--- src/rtl/freq_ratio_pwm_if.sv ---
// freq_ratio_pwm_if
//   Bundles everything that crosses the freq_ratio_pwm boundary except the core
//   clock and reset.
//   Ports carried:
//     en          global enable (controller -> block)
//     clk_in      NCH external clocks to measure, asynchronous to the core clock
//     pwm_w       PWM high time in core cycles, sampled at each period start
//     val         latched per-channel edge counts, channel k at [k*CNT_W +: CNT_W]
//     ovf         per-channel saturation flag for the last closed window
//     val_valid   one-cycle strobe when val/ovf are refreshed
//     pwm_set     one-cycle pulse at the start of the PWM high phase
//     pwm_reset   one-cycle pulse at the end of the PWM high phase
//     pwm_signal  PWM level
//   Modports:
//     master  controller / testbench side (drives en, clk_in, pwm_w)
//     slave   freq_ratio_pwm side (drives the results)
interface freq_ratio_pwm_if #(
  parameter int NCH   = 2,
  parameter int CNT_W = 7,
  parameter int W_W   = 13
);
  logic                 en;
  logic [NCH-1:0]       clk_in;
  logic [W_W-1:0]       pwm_w;
  logic [NCH*CNT_W-1:0] val;
  logic [NCH-1:0]       ovf;
  logic                 val_valid;
  logic                 pwm_set;
  logic                 pwm_reset;
  logic                 pwm_signal;

  modport master (
    output en,
    output clk_in,
    output pwm_w,
    input  val,
    input  ovf,
    input  val_valid,
    input  pwm_set,
    input  pwm_reset,
    input  pwm_signal
  );

  modport slave (
    input  en,
    input  clk_in,
    input  pwm_w,
    output val,
    output ovf,
    output val_valid,
    output pwm_set,
    output pwm_reset,
    output pwm_signal
  );
endinterface

--- src/rtl/freq_ratio_pwm.sv ---
// freq_ratio_pwm
//   Multi-channel gated frequency counter plus PWM set/reset generator for the
//   photonic-switch driver.
//   - Each of the NCH external clocks is brought into the core domain through a
//     two-flop synchroniser plus a third flop for rising-edge detection.
//   - A gate counter defines a window of GATE_CYCLES enabled core cycles. Edges
//     seen inside the window are counted (saturating at 2**CNT_W-1); at the last
//     cycle of the window the counts are published on val/ovf and val_valid
//     strobes for one cycle.
//   - An independent PWM counter of PWM_PERIOD enabled cycles latches pwm_w at
//     the period start and produces set/reset pulses plus the PWM level.
//   Ports:
//     clk    core clock
//     reset  asynchronous reset, active low
//     bus    freq_ratio_pwm_if slave modport (en, clk_in, pwm_w in;
//            val, ovf, val_valid, pwm_set, pwm_reset, pwm_signal out)
//   Every output comes straight from a flop; there is no combinational path
//   from any input to any output.
module freq_ratio_pwm #(
  parameter int NCH         = 2,
  parameter int CNT_W       = 7,
  parameter int GATE_CYCLES = 200,
  parameter int W_W         = 13,
  parameter int PWM_PERIOD  = 8000
) (
  input  logic            clk,
  input  logic            reset,
  freq_ratio_pwm_if.slave bus
);

  localparam int G_W = (GATE_CYCLES > 1) ? $clog2(GATE_CYCLES) : 1;
  localparam int P_W = (PWM_PERIOD > 1) ? $clog2(PWM_PERIOD) : 1;

  localparam logic [G_W-1:0]   G_LAST   = G_W'(GATE_CYCLES - 1);
  localparam logic [P_W-1:0]   P_LAST   = P_W'(PWM_PERIOD - 1);
  localparam logic [CNT_W-1:0] CNT_MAX  = '1;
  localparam logic [31:0]      PERIOD_U = 32'(PWM_PERIOD);

  // Input synchroniser and edge detect
  logic [NCH-1:0]       sync1_q, sync1_d;
  logic [NCH-1:0]       sync2_q, sync2_d;
  logic [NCH-1:0]       sync3_q, sync3_d;
  logic [NCH-1:0]       edge_det;

  // Gate window and per-channel counting
  logic [G_W-1:0]       g_q, g_d;
  logic [CNT_W-1:0]     cnt_q   [NCH];
  logic [CNT_W-1:0]     cnt_d   [NCH];
  logic [CNT_W-1:0]     cnt_inc [NCH];
  logic [NCH-1:0]       add_ovf;
  logic [NCH-1:0]       sat_q, sat_d;

  // Published results
  logic [NCH*CNT_W-1:0] val_q, val_d;
  logic [NCH-1:0]       ovf_q, ovf_d;
  logic                 val_valid_q, val_valid_d;

  // PWM engine
  logic [P_W-1:0]       p_q, p_d;
  logic [W_W-1:0]       w_lat_q, w_lat_d;
  logic                 pwm_set_q, pwm_set_d;
  logic                 pwm_reset_q, pwm_reset_d;
  logic                 pwm_signal_q, pwm_signal_d;
  logic                 high_end;

  // The synchroniser chain runs every cycle, independent of en, so that
  // re-enabling never sees a stale edge from before the pause.
  always_comb begin
    sync1_d = bus.clk_in;
    sync2_d = sync1_q;
    sync3_d = sync2_q;
  end

  assign edge_det = sync2_q & ~sync3_q;

  // Saturating add of this cycle's edge onto the running count. add_ovf marks an
  // edge that arrived while the counter was already pinned at its maximum,
  // i.e. an edge that could not be represented.
  always_comb begin
    for (int k = 0; k < NCH; k++) begin
      cnt_inc[k] = cnt_q[k];
    end
    add_ovf = '0;
    for (int k = 0; k < NCH; k++) begin
      if (edge_det[k]) begin
        if (cnt_q[k] == CNT_MAX) begin
          add_ovf[k] = 1'b1;
        end else begin
          cnt_inc[k] = cnt_q[k] + 1'b1;
        end
      end
    end
  end

  // Gate window. On the closing cycle the edge of that very cycle is folded
  // into the published value and the running counter restarts from zero, so a
  // boundary edge lands in exactly one window. With en low everything holds and
  // edges are dropped.
  always_comb begin
    g_d         = g_q;
    sat_d       = sat_q;
    val_d       = val_q;
    ovf_d       = ovf_q;
    val_valid_d = 1'b0;
    for (int k = 0; k < NCH; k++) begin
      cnt_d[k] = cnt_q[k];
    end

    if (bus.en) begin
      if (g_q == G_LAST) begin
        g_d         = '0;
        sat_d       = '0;
        val_valid_d = 1'b1;
        for (int k = 0; k < NCH; k++) begin
          val_d[k*CNT_W +: CNT_W] = cnt_inc[k];
          ovf_d[k]                = sat_q[k] | add_ovf[k];
          cnt_d[k]                = '0;
        end
      end else begin
        g_d   = g_q + 1'b1;
        sat_d = sat_q | add_ovf;
        for (int k = 0; k < NCH; k++) begin
          cnt_d[k] = cnt_inc[k];
        end
      end
    end
  end

  // End of the high phase: only meaningful for a non-zero duty that fits inside
  // the period. At p==0 this can never fire because w_lat must be non-zero.
  always_comb begin
    high_end = (w_lat_q != '0) && (32'(w_lat_q) < PERIOD_U) &&
               (32'(p_q) == 32'(w_lat_q));
  end

  // PWM engine. The duty word is captured only at the period start so that a
  // mid-period change of pwm_w affects the next period. A zero duty word forces
  // the level low for the whole period; a duty word at or above the period
  // keeps the level high and re-issues the set pulse every period.
  always_comb begin
    p_d          = p_q;
    w_lat_d      = w_lat_q;
    pwm_set_d    = 1'b0;
    pwm_reset_d  = 1'b0;
    pwm_signal_d = pwm_signal_q;

    if (bus.en) begin
      p_d = (p_q == P_LAST) ? '0 : p_q + 1'b1;
      if (p_q == '0) begin
        w_lat_d      = bus.pwm_w;
        pwm_set_d    = (bus.pwm_w != '0);
        pwm_signal_d = (bus.pwm_w != '0);
      end else if (high_end) begin
        pwm_reset_d  = 1'b1;
        pwm_signal_d = 1'b0;
      end
    end
  end

  // All state, including the synchroniser flops, clears on reset.
  always_ff @(posedge clk or negedge reset) begin
    if (!reset) begin
      sync1_q      <= '0;
      sync2_q      <= '0;
      sync3_q      <= '0;
      g_q          <= '0;
      sat_q        <= '0;
      val_q        <= '0;
      ovf_q        <= '0;
      val_valid_q  <= 1'b0;
      p_q          <= '0;
      w_lat_q      <= '0;
      pwm_set_q    <= 1'b0;
      pwm_reset_q  <= 1'b0;
      pwm_signal_q <= 1'b0;
      for (int k = 0; k < NCH; k++) begin
        cnt_q[k] <= '0;
      end
    end else begin
      sync1_q      <= sync1_d;
      sync2_q      <= sync2_d;
      sync3_q      <= sync3_d;
      g_q          <= g_d;
      sat_q        <= sat_d;
      val_q        <= val_d;
      ovf_q        <= ovf_d;
      val_valid_q  <= val_valid_d;
      p_q          <= p_d;
      w_lat_q      <= w_lat_d;
      pwm_set_q    <= pwm_set_d;
      pwm_reset_q  <= pwm_reset_d;
      pwm_signal_q <= pwm_signal_d;
      for (int k = 0; k < NCH; k++) begin
        cnt_q[k] <= cnt_d[k];
      end
    end
  end

  assign bus.val        = val_q;
  assign bus.ovf        = ovf_q;
  assign bus.val_valid  = val_valid_q;
  assign bus.pwm_set    = pwm_set_q;
  assign bus.pwm_reset  = pwm_reset_q;
  assign bus.pwm_signal = pwm_signal_q;

endmodule
--- src/flat_wrapper.sv ---
// flat-port wrapper written by rule: the top's interface ports become plain ports
module freq_ratio_pwm_flat 
#(
  parameter int NCH         = 2,
  parameter int CNT_W       = 7,
  parameter int GATE_CYCLES = 200,
  parameter int W_W         = 13,
  parameter int PWM_PERIOD  = 8000
)
  (clk, reset, bus_en, bus_clk_in, bus_pwm_w, bus_val, bus_ovf, bus_val_valid, bus_pwm_set, bus_pwm_reset, bus_pwm_signal);
  freq_ratio_pwm_if #(.NCH(NCH), .CNT_W(CNT_W), .W_W(W_W)) bus_i ();
  input  logic clk;
  input  logic reset;
  input wire logic [$bits(bus_i.en)-1:0] bus_en;
  input wire logic [$bits(bus_i.clk_in)-1:0] bus_clk_in;
  input wire logic [$bits(bus_i.pwm_w)-1:0] bus_pwm_w;
  output wire logic [$bits(bus_i.val)-1:0] bus_val;
  output wire logic [$bits(bus_i.ovf)-1:0] bus_ovf;
  output wire logic [$bits(bus_i.val_valid)-1:0] bus_val_valid;
  output wire logic [$bits(bus_i.pwm_set)-1:0] bus_pwm_set;
  output wire logic [$bits(bus_i.pwm_reset)-1:0] bus_pwm_reset;
  output wire logic [$bits(bus_i.pwm_signal)-1:0] bus_pwm_signal;
  assign bus_i.en = bus_en;
  assign bus_i.clk_in = bus_clk_in;
  assign bus_i.pwm_w = bus_pwm_w;
  assign bus_val = bus_i.val;
  assign bus_ovf = bus_i.ovf;
  assign bus_val_valid = bus_i.val_valid;
  assign bus_pwm_set = bus_i.pwm_set;
  assign bus_pwm_reset = bus_i.pwm_reset;
  assign bus_pwm_signal = bus_i.pwm_signal;
  freq_ratio_pwm #(.NCH(NCH), .CNT_W(CNT_W), .GATE_CYCLES(GATE_CYCLES), .W_W(W_W), .PWM_PERIOD(PWM_PERIOD)) u_core (.clk(clk), .reset(reset), .bus(bus_i));
endmodule
--- config.mk ---
export PLATFORM = sky130hd
export DESIGN_NAME = freq_ratio_pwm_flat
export DESIGN_NICKNAME = d
export VERILOG_FILES = /design/src/rtl/freq_ratio_pwm_if.sv /design/src/rtl/freq_ratio_pwm.sv /design/src/flat_wrapper.sv
export SDC_FILE = /design/constraint.sdc
export NUM_CORES = 1
export LEC_CHECK = 0
export ABC_AREA = 0
export CAP_MARGIN = 15
export CELL_PAD_IN_SITES_DETAIL_PLACEMENT = 2
export CELL_PAD_IN_SITES_GLOBAL_PLACEMENT = 2
export CORE_ASPECT_RATIO = 1.2
export CORE_MARGIN = 2
export CORE_UTILIZATION = 37
export DETAILED_ROUTE_END_ITERATION = 7
export GPL_TIMING_DRIVEN = 0
export PLACE_DENSITY_LB_ADDON = 0.1
export SYNTH_ARGS = -nofsm -noshare
export SYNTH_HDL_FRONTEND = slang
export SYNTH_SLANG_ARGS = --single-unit
--- constraint.sdc ---
create_clock -name clk -period 2.1 [get_ports clk]
set_input_delay 0.63 -clock clk [delete_from_list [all_inputs] [get_ports clk]]
set_output_delay 0.63 -clock clk [all_outputs]
set_load 0.02 [all_outputs]
==> run metrics, run 1 <==
largest net degree at the start of global routing=49; FMAX=~510 MHz; CTS tree=built; CP max stage delay=470 ps; critical path type=reg2reg; Post-synth EDFFs=0; CP required=~2300 ps; CP max-delay cell=a311oi_4; Final Critical Period=roughly 1900 ps; Initial Utilization=38.2%; synthesis-stage register bit count=76; global-route wire length before repair=roughly 17000 um; Pre-antenna DRT Iters=3; clock sinks=76; Finish-stage setup viols=0; clock latency on the worst-skew pair=between 300 and 400 ps; Hold Path Class=in2async; status=finished clean; Top Ports=38; vias in the first global route=about 3300; vias per inst=approximately 5.5; Die Wd=97.0 um; Yosys cell types=55; Synth Net Count=386; antenna violations before repair=0; Post-CTS Setup Repair Bufs=0; Final Hold Vio Count=0; worst-margin pin slew=between 500 and 600 ps; Top FF cell, synth=dfrtp_1; ys async rst share=between 90% and 100%; share of total power in combinational logic=21.2%; fin nets=435; Area contributors post-synth=dfrtp_1 (49%), xnor2_1 (5.2%), mux2_4 (3.9%), nand2_1 (3.9%), o21ai_1 (2.2%); switching portion of total power=31.0%; die height=116 um; Critical Path End Type=flop; Final Max Tran Viols=0; final worst-path cycle share=92.7%; Synth Area per Inst=about 11 um2; vias=approximately 3000; worst-path fanout max=7; nature of the critical path startpoint=flop; Post-DP HPWL=7420 um; IO Port Bufs=37; net switching power=around 1.3 mW; full die area=0.0112 mm2; sequential-to-total area share from yosys stat=49.5%; TritonCTS Buffers=9; root buffer cell=clkbuf_16; synth warn=0; Remaining DRCs=0; Post-synth top cells=dfrtp_1 (76), nand2_1 (40), xnor2_1 (23); DR WL/cell=18.8 um; final setup TNS=0 ps; clock network power share=33.0%; top-count cell post-synth=dfrtp_1; Overall Global Routing Usage=19.5%; n_diodes=0; Worst-path clk slew=50 ps; worst slack, placed=-450 ps; largest area contributor in the netlist=dfrtp_1; GRT overflow=0; r2r worst-path depth=5; share of the synthesized area in the top cell type=roughly half; relative slew slack=between 60 and 70%; Cell Chain, Critical Path=ha_1 -> and4_4 -> a311oi_4 -> o21ai_1 -> a32o_1; Post-Syn Area=about 0.0038 mm2; sequential fraction of design power=45.7%; Design Power=roughly 4 mW; Final ANT Viol Nets=0; Util after Layout=~46%; Worst VDD drop=403 uV; layout cell share with drive strength beyond 1=15.0%; number of max-cap violations=0; Synth-to-Final Area Change=20.9%; Initial DRC Count=62; Rows=40; leakage=just under 2 nW; Power Dens Cells=between 800 and 900 mW/mm2; Post-Syn Instances=363; GPL Wtd Cong=0.742; WP data arrival=2160 ps; CTS max path bufs=2; H-tree Lvls=3; WL final=10100 um; post-route setup slack=153 ps; Final Skew=4.98 ps; Int Pwr=2.83 mW; RSZ-0062 raised after global routing=no; core area=0.0101 mm2
==> cell usage in the layout (no fill, tap or decap), drive strengths merged, types with 16 or more instances in the layout <==
master | synthesis | routed
nor3 | 16 | 16
xnor2 | 23 | 23
clkdlybuf4s50 | 0 | 35
clkbuf | 6 | 18
nand2 | 42 | 42
o21ai | 36 | 36
dfrtp | 76 | 76
buf | 15 | 17
nor2 | 21 | 21
==> stage by stage <==
step,hold slack [ps],area [um2],std cells
final,225,4640,539
after global routing,260,4640,539
after CTS,237,4640,539
after detailed placement,338,4400,527
after global placement,336,4370,526
after floorplan,331,3840,363
==> cells by family after synthesis <==
logic type / share of synthesized area (%)
AO/OA/AOI/OAI: 12.4
flip-flops: 49.5
AND/OR/NAND/NOR: 19.3
XOR/XNOR: 7.29
multiplexers: 5.83
buffers and inverters: 4.07
adder cells (fa/ha/maj): 1.63
==> repair_timing <==
action / 4_1_cts / 5_1_grt
endpoints found under the setup margin: 10 / 2
hold buffers: 0 / 0
pin swaps: 1 / 2
resized for setup: 2 / 0
==> metal layers <==
layer  vias to the layer above  share of wire (%)  global-route usage [%]
li1                       1388                  -                       -
met1                      1536                 39                    21.4
met2                        30                 57                    38.1
met3                        13                1.7                    2.35
met4                         0                1.8                    8.26
met5                         -                  0                       0
==> power by group through the flow <==
stage / clock [mW] / combinational (mW) / sequential (mW)
3_3_place_gp: 0 / 0.835 / 1.88
2_1_floorplan: 0 / 0.645 / 1.84
5_1_grt: 1.46 / 0.985 / 1.92
6_report: 1.36 / 0.871 / 1.88
3_5_place_dp: 0 / 0.877 / 1.90
4_1_cts: 1.40 / 0.889 / 1.88
==> worst max-delay path, delay by kind of cell (launching register included) <==
family,cells,cell delay (ps)
simple gates,1,200
compound gates,3,910
fa+ha+maj,1,290
flops,1,430
==> cell type report <==
class	count	area [um2]
flip-flops and latches	76	1900
fillers	1043	5420
inverters	9	35.0
multi-input cells	257	1780
well taps	126	158
clock buffers	12	246
repair buffers	38	394
plain buffers	21	125
==> worst paths after layout <==
path	start	end	slack, ps
max	u_core.cnt_q[7]	u_core.cnt_q[8]	150
min	reset	u_core.sync2_q[1]	230
max reg2reg	u_core.cnt_q[7]	u_core.cnt_q[8]	150
min reg2reg	u_core.sync1_q[1]	u_core.sync2_q[1]	350
max in group asynchronous	reset	u_core.w_lat_q[0]	1300
min in group clk	u_core.sync1_q[1]	u_core.sync2_q[1]	350
==> state kept, by name (all words and copies together) (netlist names) <==
register / count
u_core.sync1_q: 2
u_core.sync3_q: 2
u_core.cnt_q: 14
u_core.bus.ovf: 2
u_core.bus.val: 14
u_core.bus.pwm_signal: 1
u_core.sat_q: 2
u_core.g_q: 8
u_core.bus.pwm_reset: 1
u_core.w_lat_q: 13
u_core.bus.val_valid: 1
u_core.sync2_q: 2
u_core.p_q: 13
u_core.bus.pwm_set: 1
Note: power is estimated with default switching activity, not from simulation.
==> run 2: changes to the inputs <==
--- a/config.mk
+++ b/config.mk
@@ -6,12 +6,11 @@
 export NUM_CORES = 1
 export LEC_CHECK = 0
 export ABC_AREA = 0
-export CAP_MARGIN = 15
-export CELL_PAD_IN_SITES_DETAIL_PLACEMENT = 2
-export CELL_PAD_IN_SITES_GLOBAL_PLACEMENT = 2
+export CELL_PAD_IN_SITES_DETAIL_PLACEMENT = 1
+export CELL_PAD_IN_SITES_GLOBAL_PLACEMENT = 1
 export CORE_ASPECT_RATIO = 1.2
 export CORE_MARGIN = 2
-export CORE_UTILIZATION = 37
+export CORE_UTILIZATION = 45
 export DETAILED_ROUTE_END_ITERATION = 7
 export GPL_TIMING_DRIVEN = 0
 export PLACE_DENSITY_LB_ADDON = 0.1
==> run 2 against run 1 <==
- wire length is 13% lower
- core utilization is 9.9 points higher
- design area is 1.1% lower
- worst setup slack worse by 65 ps
- final cell count is 1.7% lower
- via count is 1.7% lower
- clock-buffer cell count is 2 lower
- register-to-register slack worse by 70 ps
- non-clock buffer count stayed put
- clock power is 12% lower
- die area is 17% lower
- sequential share of layout area is 0.43 points higher
==> run metrics, run 2 (same netlist as run 1, synthesis figures left out) <==
status=finished clean (unchanged); vias per inst=5.50 (about the same); WL final=8780 um (was 10100 um); full die area=0.00930 mm2 (was 0.0112 mm2); Power Dens Cells=853 mW/mm2 (was 884 mW/mm2); Rows=36 (was 40); DR WL/cell=16.6 um (was 18.8 um); relative slew slack=66.9% (was 60.5%); count of hold-fix buffers inserted at cts=0 (unchanged); Final ANT Viol Nets=0 (unchanged); Pre-antenna DRT Iters=4 (was 3); Final Critical Period=2010 ps (was 1950 ps); Worst-path clk slew=80 ps (was 50 ps); WP data arrival=2260 ps (was 2160 ps); Initial DRC Count=121 (was 62); Overall Global Routing Usage=20.9% (was 19.5%); Hold Path Class=in2async (unchanged); Initial Utilization=46.9% (was 38.2%); GRT overflow=0 (unchanged); leakage=1.97 nW (was 1.98 nW); Final Max Tran Viols=0 (unchanged); vias in the first global route=3119 (was 3335); core area=0.00820 mm2 (was 0.0101 mm2); Remaining DRCs=0 (unchanged); met2 wire length=4840 um (was 5830 um); worst-path fanout max=7 (unchanged); IO Port Bufs=37 (unchanged); fin nets=435 (unchanged); leading cell type in the layout, fill and taps excluded=dfrtp_1 (unchanged); CP required=2340 ps (was 2320 ps); Die Wd=88.4 um (was 97.0 um); FMAX=497 MHz (was 514 MHz); root buffer cell=clkbuf_8 (was clkbuf_16); worst slack, placed=-369 ps (was -450 ps); Post-DP HPWL=6510 um (was 7420 um); r2r setup slk=90 ps (was 150 ps); vias=2916 (was 2967); final worst-path cycle share=95.8% (was 92.7%); Cell Chain, Critical Path=ha_1 -> and4_4 -> a311oi_4 -> o21ai_1 -> a32o_1 (unchanged); critical path type=reg2reg (unchanged); global-route wire length before repair=15100 um (was 17400 um); layout cell share with drive strength beyond 1=16.3% (was 15.0%); Final Hold Vio Count=0 (unchanged); largest net degree at the start of global routing=50 (was 49); nature of the critical path startpoint=flop (unchanged); wire length on met3=185 um (was 169 um); clock sinks=76 (unchanged); Top Metal Used=met4 (unchanged); worst hold slack=187 ps (was 225 ps); Design Power=3.92 mW (was 4.11 mW); CP max-delay cell=a311oi_4 (unchanged); GPL Wtd Cong=0.797 (was 0.742); clock latency on the worst-skew pair=360 ps (was 330 ps); post-route setup slack=87.7 ps (was 153 ps); Reg-to-Reg End=u_core.cnt_q[1] (was u_core.cnt_q[8]); Finish-stage setup viols=0 (unchanged); RSZ-0062 raised after global routing=no (unchanged); r2r worst-path depth=5 (unchanged); TritonCTS Buffers=9 (unchanged); CP max stage delay=510 ps (was 470 ps); Top Ports=38 (unchanged); n_diodes=0 (unchanged); number of max-cap violations=0 (unchanged); worst-margin pin slew=496 ps (was 590 ps); antenna violations before repair=0 (unchanged); Final Skew=12.2 ps (was 4.98 ps); met1 wire length=3620 um (was 3960 um); most frequent cells in the layout=dfrtp_1 (76), nand2_1 (40), clkdlybuf4s50_1 (35) (unchanged); CTS tree=built (unchanged); Worst VDD drop=329 uV (was 403 uV); H-tree Lvls=3 (unchanged); R2R Path Start=u_core.cnt_q[0] (was u_core.cnt_q[7]); CTS max path bufs=2 (unchanged); Fillers=927 (was 1043); Critical Path End Type=flop (unchanged); die height=105 um (was 116 um); Synth-to-Final Area Change=19.6% (was 20.9%)
run 2: worst max-delay path by stage:
| stage | from | endpoint | slack, ps | cells after the start |
|---|---|---|---|---|
| after detailed placement | bus_en | u_core.bus.pwm_signal | -370 | 6 |
| final | u_core.cnt_q[0] | u_core.cnt_q[1] | 90 | 5 |
| after floorplan | u_core.cnt_q[0] | u_core.cnt_q[1] | 370 | 5 |
| after CTS | bus_en | u_core.cnt_q[1] | 20 | 5 |
| after global routing | u_core.cnt_q[0] | u_core.cnt_q[1] | 5 | 5 |
| after global placement | reset | u_core.w_lat_q[4] | -2370 | 1 |
run 2: area by class of cell:
class                      instances  area [um2]  share of cell area, %
buffer                            21         126                   2.75
clock buffer                      10         128                   2.78
clock inverter                     5        77.6                   1.69
inverter                           9        35.0                  0.762
multi-input combinational        257        1790                   38.9
sequential                        76        1900                   41.4
tap                              114         143                   3.10
timing repair buffer              38         398                   8.66
run 2: layer usage:
metal | GRT usage (%) | up-vias
met4 | 7.79 | 0
met1 | 24.4 | 1488
met2 | 37.6 | 36
met5 | 0 | -
met3 | 3.13 | 10
li1 | - | 1382
run 2: where the power goes:
part	internal, mW	switching (mW)	total, mW
clock network	0.659	0.545	1.20
registers	1.65	0.211	1.87
logic	0.370	0.482	0.852
total	2.68	1.24	3.92
run 2: critical path: cells and delay by family (launching register included):
kind,cells,cell delay (ps)
AOI/OAI and AO/OA,3,950
and+or+nand+nor,1,210
adders and majority gates,1,290
DFF,1,450
run 2: metrics by stage:
stage               util, %  instance area (um2)  setup TNS, ps  std cells
finish                 56.1                 4600              0        530
global route           56.1                 4600              0        530
CTS                    55.9                 4590              0        530
detailed placement     53.4                 4380          -9700        515
global placement       53.1                 4360        -188690        514
floorplan                 -                 3840              0        363
run 2: what timing repair did:
action / 4_1_cts / 5_1_grt
buffers inserted: 0 / 0
gates resized for setup: 0 / 5
setup endpoints to repair: 0 / 10
==> run 3: changes to the inputs <==
--- a/config.mk
+++ b/config.mk
@@ -10,7 +10,7 @@
 export CELL_PAD_IN_SITES_GLOBAL_PLACEMENT = 1
 export CORE_ASPECT_RATIO = 1.2
 export CORE_MARGIN = 2
-export CORE_UTILIZATION = 45
+export CORE_UTILIZATION = 30
 export DETAILED_ROUTE_END_ITERATION = 7
 export GPL_TIMING_DRIVEN = 0
 export PLACE_DENSITY_LB_ADDON = 0.1
==> run 3 against run 2 <==
- design area increased by 4.2%
- clock power increased by 51%
- first-iteration DRC count is 52% lower
- global-route usage shrank 5.6 points
- non-clock buffer count stayed put
- core utilization is 18 points lower
- via count decreased by 2.2%
- worst setup slack gained 66 ps
- power grew 16%
- combinational power is 2% higher
- die area increased by 48%
- critical path type is now reg2out
- highest routed layer unchanged
==> run metrics, run 3 (same netlist as run 1, synthesis figures left out) <==
status=finished clean (unchanged); r2r worst-path depth=5 (unchanged); clock sinks=76 (unchanged); Final Instance Count excl. Fillers=581 (was 530); Initial Utilization=30.6% (was 46.9%); worst hold slack=133 ps (was 187 ps); IO Port Bufs=37 (unchanged); post-route setup slack=154 ps (was 87.7 ps); CTS max path bufs=2 (unchanged); H-tree Lvls=3 (unchanged); Placed Area=0.00444 mm2 (was 0.00438 mm2); RSZ-0062 raised after global routing=no (unchanged); GPL Wtd Cong=0.768 (was 0.797); Rows=45 (was 36); clock network power share=39.8% (was 30.7%); critical path type=reg2out (was reg2reg); final worst-path cycle share=92.7% (was 95.8%); placed cell count=565 (was 515); root buffer cell=clkbuf_16 (was clkbuf_8); Worst-path clk slew=60 ps (was 80 ps); Critical Path End Type=output port (was flop); worst slack, placed=-459 ps (was -369 ps); CP max stage delay=610 ps (was 510 ps); net switching power=1.36 mW (was 1.24 mW); global-route wire length before repair=15900 um (was 15100 um); core area=0.0126 mm2 (was 0.00820 mm2); CP max-delay cell=clkdlybuf4s50_1 (was a311oi_4); Final Critical Period=1950 ps (was 2010 ps); DR WL/cell=16.1 um (was 16.6 um); Int Pwr=3.18 mW (was 2.68 mW); TritonCTS Buffers=9 (unchanged); vias=2852 (was 2916); clock latency on the worst-skew pair=350 ps (was 360 ps); GRT overflow=0 (unchanged); vias per inst=4.91 (was 5.50); CP bufs+invs=1 (was 0); Initial DRC Count=58 (was 121); Die Wd=107 um (was 88.4 um); fin nets=435 (unchanged); Cell Chain, Critical Path=clkdlybuf4s50_1 (was ha_1 -> and4_4 -> a311oi_4 -> o21ai_1 -> a32o_1); sequential fraction of design power=41.1% (was 47.6%); leading cell type in the layout, fill and taps excluded=dfrtp_1 (unchanged); WL final=9330 um (was 8780 um); Finish-stage setup viols=0 (unchanged); Remaining DRCs=0 (unchanged); FMAX=514 MHz (was 497 MHz); Final Cell Area=0.00479 mm2 (was 0.00460 mm2); largest net degree at the start of global routing=65 (was 50); CTS tree=built (unchanged); worst-path fanout max=2 (was 7); worst-margin pin slew=496 ps (about the same); die height=128 um (was 105 um); share of total power in combinational logic=19.1% (was 21.7%); Final Max Tran Viols=0 (unchanged); Final Hold Vio Count=0 (unchanged); antenna violations before repair=0 (unchanged); Reg-to-Reg End=u_core.cnt_q[1] (unchanged); number of max-cap violations=0 (unchanged); Worst VDD drop=365 uV (was 329 uV); Top Ports=38 (unchanged); nature of the critical path startpoint=flop (unchanged); Final Skew=4.69 ps (was 12.2 ps); relative slew slack=66.9% (about the same); Final ANT Viol Nets=0 (unchanged); leakage=2.02 nW (was 1.97 nW); Overall Global Routing Usage=15.2% (was 20.9%); CP required=1470 ps (was 2340 ps); layout cell share with drive strength beyond 1=16.5% (was 16.3%); vias in the first global route=3050 (was 3119); CP delay by family, top=buffers and inverters (was compound AO/OA/AOI/OAI gates); most frequent cells in the layout=dfrtp_1 (76), nand2_1 (40), clkdlybuf4s50_1 (35) (unchanged); R2R Path Start=u_core.cnt_q[0] (unchanged); Hold Path Class=in2async (unchanged); Synth-to-Final Area Change=24.6% (was 19.6%); WP data arrival=1320 ps (was 2260 ps); full die area=0.0137 mm2 (was 0.00930 mm2); switching portion of total power=29.9% (was 31.6%); r2r setup slk=160 ps (was 90 ps); Design Power=4.54 mW (was 3.92 mW); Pre-antenna DRT Iters=4 (unchanged); Post-DP HPWL=6690 um (was 6510 um); Power Dens Cells=948 mW/mm2 (was 853 mW/mm2); n_diodes=0 (unchanged)
-- run 3: cell count changes in the layout (fill, tap and decap cells not counted) --
cell            before  now
clkbuf_16            0    9
clkbuf_8             9    0
bufinv_16            2    3
clkbuf_2             1    0
clkinvlp_4           1    2
dlygate4sd2_1        0    1
dlymetal6s2s_1       1    0
-- run 3: how the worst max path moves through the flow --
stage               slack, ps  cells past startpoint           endpoint             startpoint
floorplan                 370                      5    u_core.cnt_q[1]        u_core.cnt_q[0]
CTS                       130                      5    u_core.cnt_q[1]        u_core.cnt_q[0]
global route                1                      6  u_core.bus.val[9]        u_core.cnt_q[0]
global placement        -2520                      1  u_core.w_lat_q[2]                  reset
finish                    150                      1     bus_pwm_signal  u_core.bus.pwm_signal
detailed placement       -460                      6    u_core.cnt_q[7]                 bus_en
-- run 3: timing repair --
| item | 4_1_cts | 5_1_grt |
|---|---|---|
| setup buffers | 0 | 0 |
| gates resized for setup | 3 | 0 |
| hold buffers | 0 | 0 |
| endpoints found under the setup margin | 8 | 0 |
-- run 3: layout make-up --
class	count	area [um2]
buffer	21	125
fill	1398	7770
tap	164	205
sequential	76	1900
timing repair buffer	38	394
clock inverter	7	115
inverter	9	35.0
clock buffer	9	225
multi-input combinational	257	1790
-- run 3: layer usage --
| metal | up-vias | routed length [um] | track usage (%) | part of all wire [%] |
|---|---|---|---|---|
| li1 | 1392 | - | - | - |
| met1 | 1410 | 4030 | 17.7 | 43 |
| met2 | 37 | 4850 | 26.3 | 52 |
| met3 | 13 | 235 | 2.90 | 2.5 |
| met4 | 0 | 209 | 8.17 | 2.2 |
| met5 | - | 0 | 0 | 0 |
-- run 3: power by group through the flow --
stage	clock network, mW	registers, mW	logic, mW
2_1_floorplan	0	1.84	0.645
3_3_place_gp	0	1.88	0.847
3_5_place_dp	0	1.89	0.880
4_1_cts	1.86	1.87	0.885
5_1_grt	1.91	1.90	0.983
6_report	1.81	1.86	0.866
-- run 3: through the flow --
step / TNS (ps) / utilization, %
4_1_cts: 0 / 38.1
6_report: 0 / 38.1
2_1_floorplan: 0 / -
3_5_place_dp: -11950 / 35.4
3_3_place_gp: -202440 / 35.2
5_1_grt: 0 / 38.1
